## config.mk

```make
export PLATFORM = sky130hd
export DESIGN_NAME = pc_stack
export DESIGN_NICKNAME = d
export VERILOG_FILES = /design/src/rtl/pc_stack.sv
export SDC_FILE = /design/constraint.sdc
export NUM_CORES = 1
export LEC_CHECK = 0
export CAP_MARGIN = 25
export CORE_UTILIZATION = 55
export DETAILED_ROUTE_END_ITERATION = 8
export PLACE_DENSITY = 0.8
export SLEW_MARGIN = 0
export SYNTH_ARGS = -nofsm -noshare
export SYNTH_HDL_FRONTEND = slang
export SYNTH_SLANG_ARGS = --single-unit
```

## constraint.sdc

```tcl
create_clock -name clk -period 6.1 [get_ports clk]
set_input_delay 1.525 -clock clk [delete_from_list [all_inputs] [get_ports clk]]
set_output_delay 1.525 -clock clk [all_outputs]
set_load 0.05 [all_outputs]
```

## src/rtl/pc_stack.sv

```systemverilog
// pc_stack: program counter with relative branch, call/return stack, stall and reset vector.
// Define PC_TRAP_EN to send stack overflow/underflow to TRAP_VEC.
module pc_stack #(
  parameter int AW = 16,
  parameter int DEPTH = 4,
  parameter logic [AW-1:0] RESET_VEC = '0,
  parameter logic [AW-1:0] TRAP_VEC = 16'hFFF0
)(
  input  logic                     clk,
  input  logic                     rst,
  input  logic                     stall,
  input  logic                     pcload,
  input  logic                     pcinc,
  input  logic                     pcbr,
  input  logic                     call,
  input  logic                     ret,
  input  logic [AW-1:0]            din,
  input  logic [AW-1:0]            offset,
  output logic [AW-1:0]            dout,
  output logic [$clog2(DEPTH):0]   sp,
  output logic                     full,
  output logic                     empty,
  output logic                     err
);
  localparam int IW = $clog2(DEPTH);
`ifdef PC_TRAP_EN
  localparam bit TRAP = 1'b1;
`else
  localparam bit TRAP = 1'b0;
`endif
  logic [AW-1:0] stack [DEPTH];
  logic [AW-1:0] pc_nxt, pc_inc;
  logic [IW:0]   sp_nxt;
  logic [IW-1:0] top;
  logic          push, pop, fault;
  assign top    = sp[IW-1:0];
  assign full   = sp == (IW+1)'(DEPTH);
  assign empty  = sp == '0;
  assign pc_inc = dout + 1'b1;
  assign pop    = ret && !empty;
  assign push   = !ret && call && !full;
  assign fault  = ret ? empty : call && full;
  // ret outranks call, so a fault is either an empty pop or a full push
  always_comb begin
    pc_nxt = ret    ? (empty ? (TRAP ? TRAP_VEC : dout) : stack[top - 1'b1])
           : call   ? (full && TRAP ? TRAP_VEC : din)
           : pcload ? din
           : pcbr   ? dout + offset
           : pcinc  ? pc_inc
           : dout;
    sp_nxt = pop ? sp - 1'b1 : push ? sp + 1'b1 : sp;
  end
  always_ff @(posedge clk) begin
    if (rst) begin
      dout <= RESET_VEC;
      sp   <= '0;
      err  <= 1'b0;
    end else if (!stall) begin
      dout <= pc_nxt;
      sp   <= sp_nxt;
      err  <= err | fault;
      if (push) stack[top] <= pc_inc;
    end
  end
endmodule

```

== After elaboration in Yosys (flattened, before gate mapping) ==
Memories as Yosys holds them, arrays and structs flattened.
Cells that the tools add are included.
Operators by class
  $add $sub $neg: 5
  eq/ne operators: 2
  multiplexer cells: 13
  bitwise logic cells: 2
  reductions and logical operators: 12
Operators by type and width (count)
  2-to-1 mux 16 bit: 6
  adder 16 x 1 -> 16 bit, second input constant: 1
  adder 16 bit: 1
  2-to-1 mux 3 bit: 2
  2-to-1 mux 1 bit: 5
  nonzero test 5 bit: 1
  logical AND 1 bit: 4
  adder 3 x 1 -> 3 bit, second input constant: 1
  == test 3 bit, second input constant: 1
  logical NOT 1 bit: 3
  logical NOT 3 bit: 1
  AND reduction 3 bit: 1
  subtractor 3 x 1 -> 3 bit, second input constant: 1
  != test 2 bit, second input constant: 1
  AND reduction 2 bit: 1
  nonzero test 2 bit: 1
  subtractor 2 x 1 -> 2 bit, second input constant: 1
  inverter 1 bit: 1
  OR 1 bit: 1
Storage, ports and cells
  register bits: 20
  memory bits (writable): 64
  input bits: 40
  output and inout bits: 22
  word-level logic and storage cells: 38
  memories: 1
Memories
  stack: words 4, width 16, rd ports 1, clocked after Yosys merged registers in 0, wr ports 1, line 31  | logic [AW-1:0] stack [DEPTH];

== Depth between registers and ports, before layout ==
  word-level depth: 7
  gate-level depth with buffers: 12

== Least setup slack after synthesis ==
No wires, ideal clock.
  path type: register -> output
  start point: register sp[0]
  end point: output empty
  arrival: 2131 ps
  required time: 4575 ps
  slack: 2444 ps
  stages on the path, launching flop included: 6
  buffers on the path: 2
  cell sequence: dfxtp_1 -> buf_4 -> buf_2 -> inv_1 -> ha_1 -> nor2b_1
Between the ends
  word-level cells in the longest chain between the ends: 1
RTL lines
  from (decl): line 20  | output logic [$clog2(DEPTH):0] sp,
  from (signal assigned): line 60  | sp <= sp_nxt;
  logical NOT 3 bit: line 38  | assign empty = sp == '0;
  to (decl): line 22  | output logic empty,
Every way passes these cells.

== Final worst setup path ==
  start point: input ret
  end point: register dout[12]
Between the ends
  word-level cells in the longest chain between the ends: 2
  elaborated cells between the ends (all ways): 4
  those cells by class: eq/ne (1); mux (1); reduce/logical (2)
RTL lines
  from (decl): line 16  | input logic ret,
  nonzero test 5 bit (no source line) or != test 2 bit (tied branches)
  AND reduction 3 bit (no source line)
  to (signal assigned): line 59  | dout <= pc_nxt;
  to (decl): line 19  | output logic [AW-1:0] dout,
Several ways; a longest one is shown, not always the timed one.
A chain may end at the register's enable or synchronous reset.

==> results_dict.tcl <==
set metrics [dict create \
    post-synth-top-area-cell "edfxtp_1" \
    min_period_ns 4.06 \
    cts_buffers 9 \
    seq_area_frac_synth_pct 49.0 \
    dp_hpwl_um 8070 \
    post-cts-setup-buffer-count 0 \
    ys_top_cells_by_area "edfxtp_1 41%, dfxtp_1 8.4%, mux4_2 7.6%, ha_1 5.3%, nor2_1 2.6%" \
    drive_above_1_share_pct 9.66 \
    swShare_pct 33.0 \
    finalCritPeriodShare_pct 66.5 \
    clk_transition_reported_paths_ns 0.10 \
    critPathRequiredTime_ns 6.41 \
    hold_viol_final 0 \
    ys_warn_count 0 \
    critPathLaunchType "input port" \
    nFillCells 635 \
    seq_power_share_pct 44.4 \
    num_vias 3634 \
    stdcell_count 571 \
    cts.sinks 84 \
    holdPathStages 2 \
    io_pins 62 \
    fp.dieH_um 94.8 \
    whs_ns 0.500 \
    synth_cells 403 \
    grt_pass1_vias 3505 \
    crit_type "input port to flip-flop" \
    hold_start "err" \
    drtIter0Drc 320 \
    ys_seq_elements 84 \
    power_density_mw_per_mm2 269 \
    cts_buffer_depth 2 \
    drt_pre_antenna_iters 5 \
    initial_core_util_pct 57.4 \
    slew_headroom_pct 28.5 \
    arrival_ns 4.36 \
    ant_nets 0 \
    rsz0062_at_grt "false" \
    wl_um 11300 \
    avgViaCountPerCell 6.36 \
    syn2layout_area_growth_pct 19.1 \
    reg2reg_to "dout[12]" \
    reg2reg_depth 8 \
    power_mw 1.52 \
    synth_ff_type "edfxtp_1" \
    antenna_found_initial 0 \
    cts_resized 0 \
    drt-wirelength-per-cell_um 19.7 \
    core_area_sq_mm 0.00826 \
    wl_met1_um 5110 \
    synthArstFlopShare_pct 0 \
    crit_chain "clkdlybuf4s50_1 > inv_2 > nor3_1 > o31ai_1 > or4_1 > o32ai_1 > a21o_1" \
    rows 33 \
    dpl-instance-area_sq_mm 0.00544 \
    grt_usage_pct 26.4 \
    p_sw_mw 0.501 \
    root_buffer "clkbuf_8" \
    cp_slowest_cell "clkdlybuf4s50_1" \
    synth_edf_count 64 \
    cpPeakStageDelay_ns 0.93 \
    insertion_delay_ns 0.35 \
    clock.fmax_mhz 247 \
    die_w_um 94.8 \
    grt_max_degree 26 \
    place_inst 555 \
    drc 0 \
    status "complete, no violations" \
    internal-power_mw 1.02 \
    fin_nets 523 \
    maxCapViolCount 0 \
    p_leak_nw 2.08 \
    critPathCaptureType "flip-flop" \
    synth_nets 465 \
    worstMarginPinSlew_ns 1.07 \
    grt_pass1_wl_um 17600 \
    htreeDepth 3 \
    yosysMostFrequentCell "edfxtp_1" \
    whs_endpoint "err" \
    antenna_cells 0 \
    hold_buffers 0 \
    wl_met2_um 5210 \
    dr_wl_met3_um 685 \
    hp-class "flip-flop to flip-flop" \
    clock_skew_ns 0.0121 \
    p_clk_share_pct 27.4 \
    setup_viol 0 \
    final_area_sq_mm 0.00564 \
    path_max_fanout 21 \
    overflow 0 \
    tritoncts "done" \
    yosysUniqueCellTypes 65 \
    io_buffer_count 61 \
    peakVddDrop_v 0.000190 \
    die_area_sq_mm 0.00899 \
    synthTopCellsByCount "64 x edfxtp_1, 33 x nor2_1, 29 x nand2_1, 20 x dfxtp_1, 20 x ha_1" \
    top_layer "met4" \
    yosys.area.top_type_share_pct 40.5 \
    gp_congestion 0.928 \
    avgSynthCellArea_sq_um 11.8 \
    drv_slew 0 \
    p_comb_share_pct 28.2 \
    rrSetupSlack_ns 3.31 \
    reg2reg_from "sp[1]" \
    syn_area_sq_mm 0.00474 \
    fin_tns_setup_ns 0 \
]
worst max-delay path by stage:
stage | startpoint | to | slack, ns | depth (start not counted)
floorplan | sp[0] | empty | 2.44 | 5
global placement | ret | dout[15] | 1.60 | 6
detailed placement | ret | dout[12] | 1.77 | 7
CTS | ret | stack[0][11] | 2.15 | 4
global route | ret | dout[10] | 1.88 | 7
finish | ret | dout[12] | 2.04 | 7
critical path, delay by kind of cell:
family | cells | cell delay [ns]
AND/OR/NAND/NOR | 2 | 1.13
AO/OA/AOI/OAI | 3 | 0.48
buffers and inverters | 2 | 1.22
layout make-up:
class                           instances  area (sq um)  share of cell area (%)
Clock buffer                            9           124                    2.20
Clock inverter                          7          82.6                    1.46
Inverter                               12          45.0                   0.798
Multi-Input combinational cell        290          2300                    40.8
Sequential cell                        84          2320                    41.2
Tap cell                              105           131                    2.33
Timing Repair Buffer                   64           637                    11.3
power groups by stage:
stage | clock, mW | sequential (mW) | combinational [mW]
4_1_cts | 0.419 | 0.673 | 0.424
3_3_place_gp | 0 | 0.685 | 0.413
5_1_grt | 0.444 | 0.677 | 0.459
3_5_place_dp | 0 | 0.686 | 0.421
6_report | 0.415 | 0.674 | 0.427
2_1_floorplan | 0 | 0.729 | 0.244
metrics by stage:
| step | utilization (%) | setup WS [ns] |
|---|---|---|
| detailed placement | 65.8 | 1.77 |
| global placement | 65.7 | 1.60 |
| floorplan | - | 2.44 |
| finish | 68.3 | 2.04 |
| CTS | 68.3 | 2.15 |
| global route | 68.3 | 1.88 |
cell usage in the layout, fill, tap and decap left out, types with 13 or more instances in the layout:
cell,count
a21oi_1,15
clkdlybuf4s50_1,61
dfxtp_1,20
edfxtp_1,64
ha_1,20
mux4_2,16
nand2_1,29
nor2_1,33
xor2_1,13
state kept, by name, indices dropped and copies added, names as in the netlist:
register  cells
err           1
stack        64
sp            3
dout         16
logic make-up after synthesis:
family	share of synthesized area, %
compound gates	14.8
xor+xnor	4.62
fa+ha+maj	6.12
buf+inv	2.46
flops	49.0
mux	8.90
simple gates	14.1
layer usage:
| metal | vias up | global-route usage [%] |
|---|---|---|
| met2 | 168 | 41.8 |
| met1 | 1738 | 36.5 |
| met5 | - | 0 |
| met3 | 24 | 4.35 |
| met4 | 0 | 10.2 |
| li1 | 1704 | - |
Note: power is estimated with default switching activity, not from simulation.
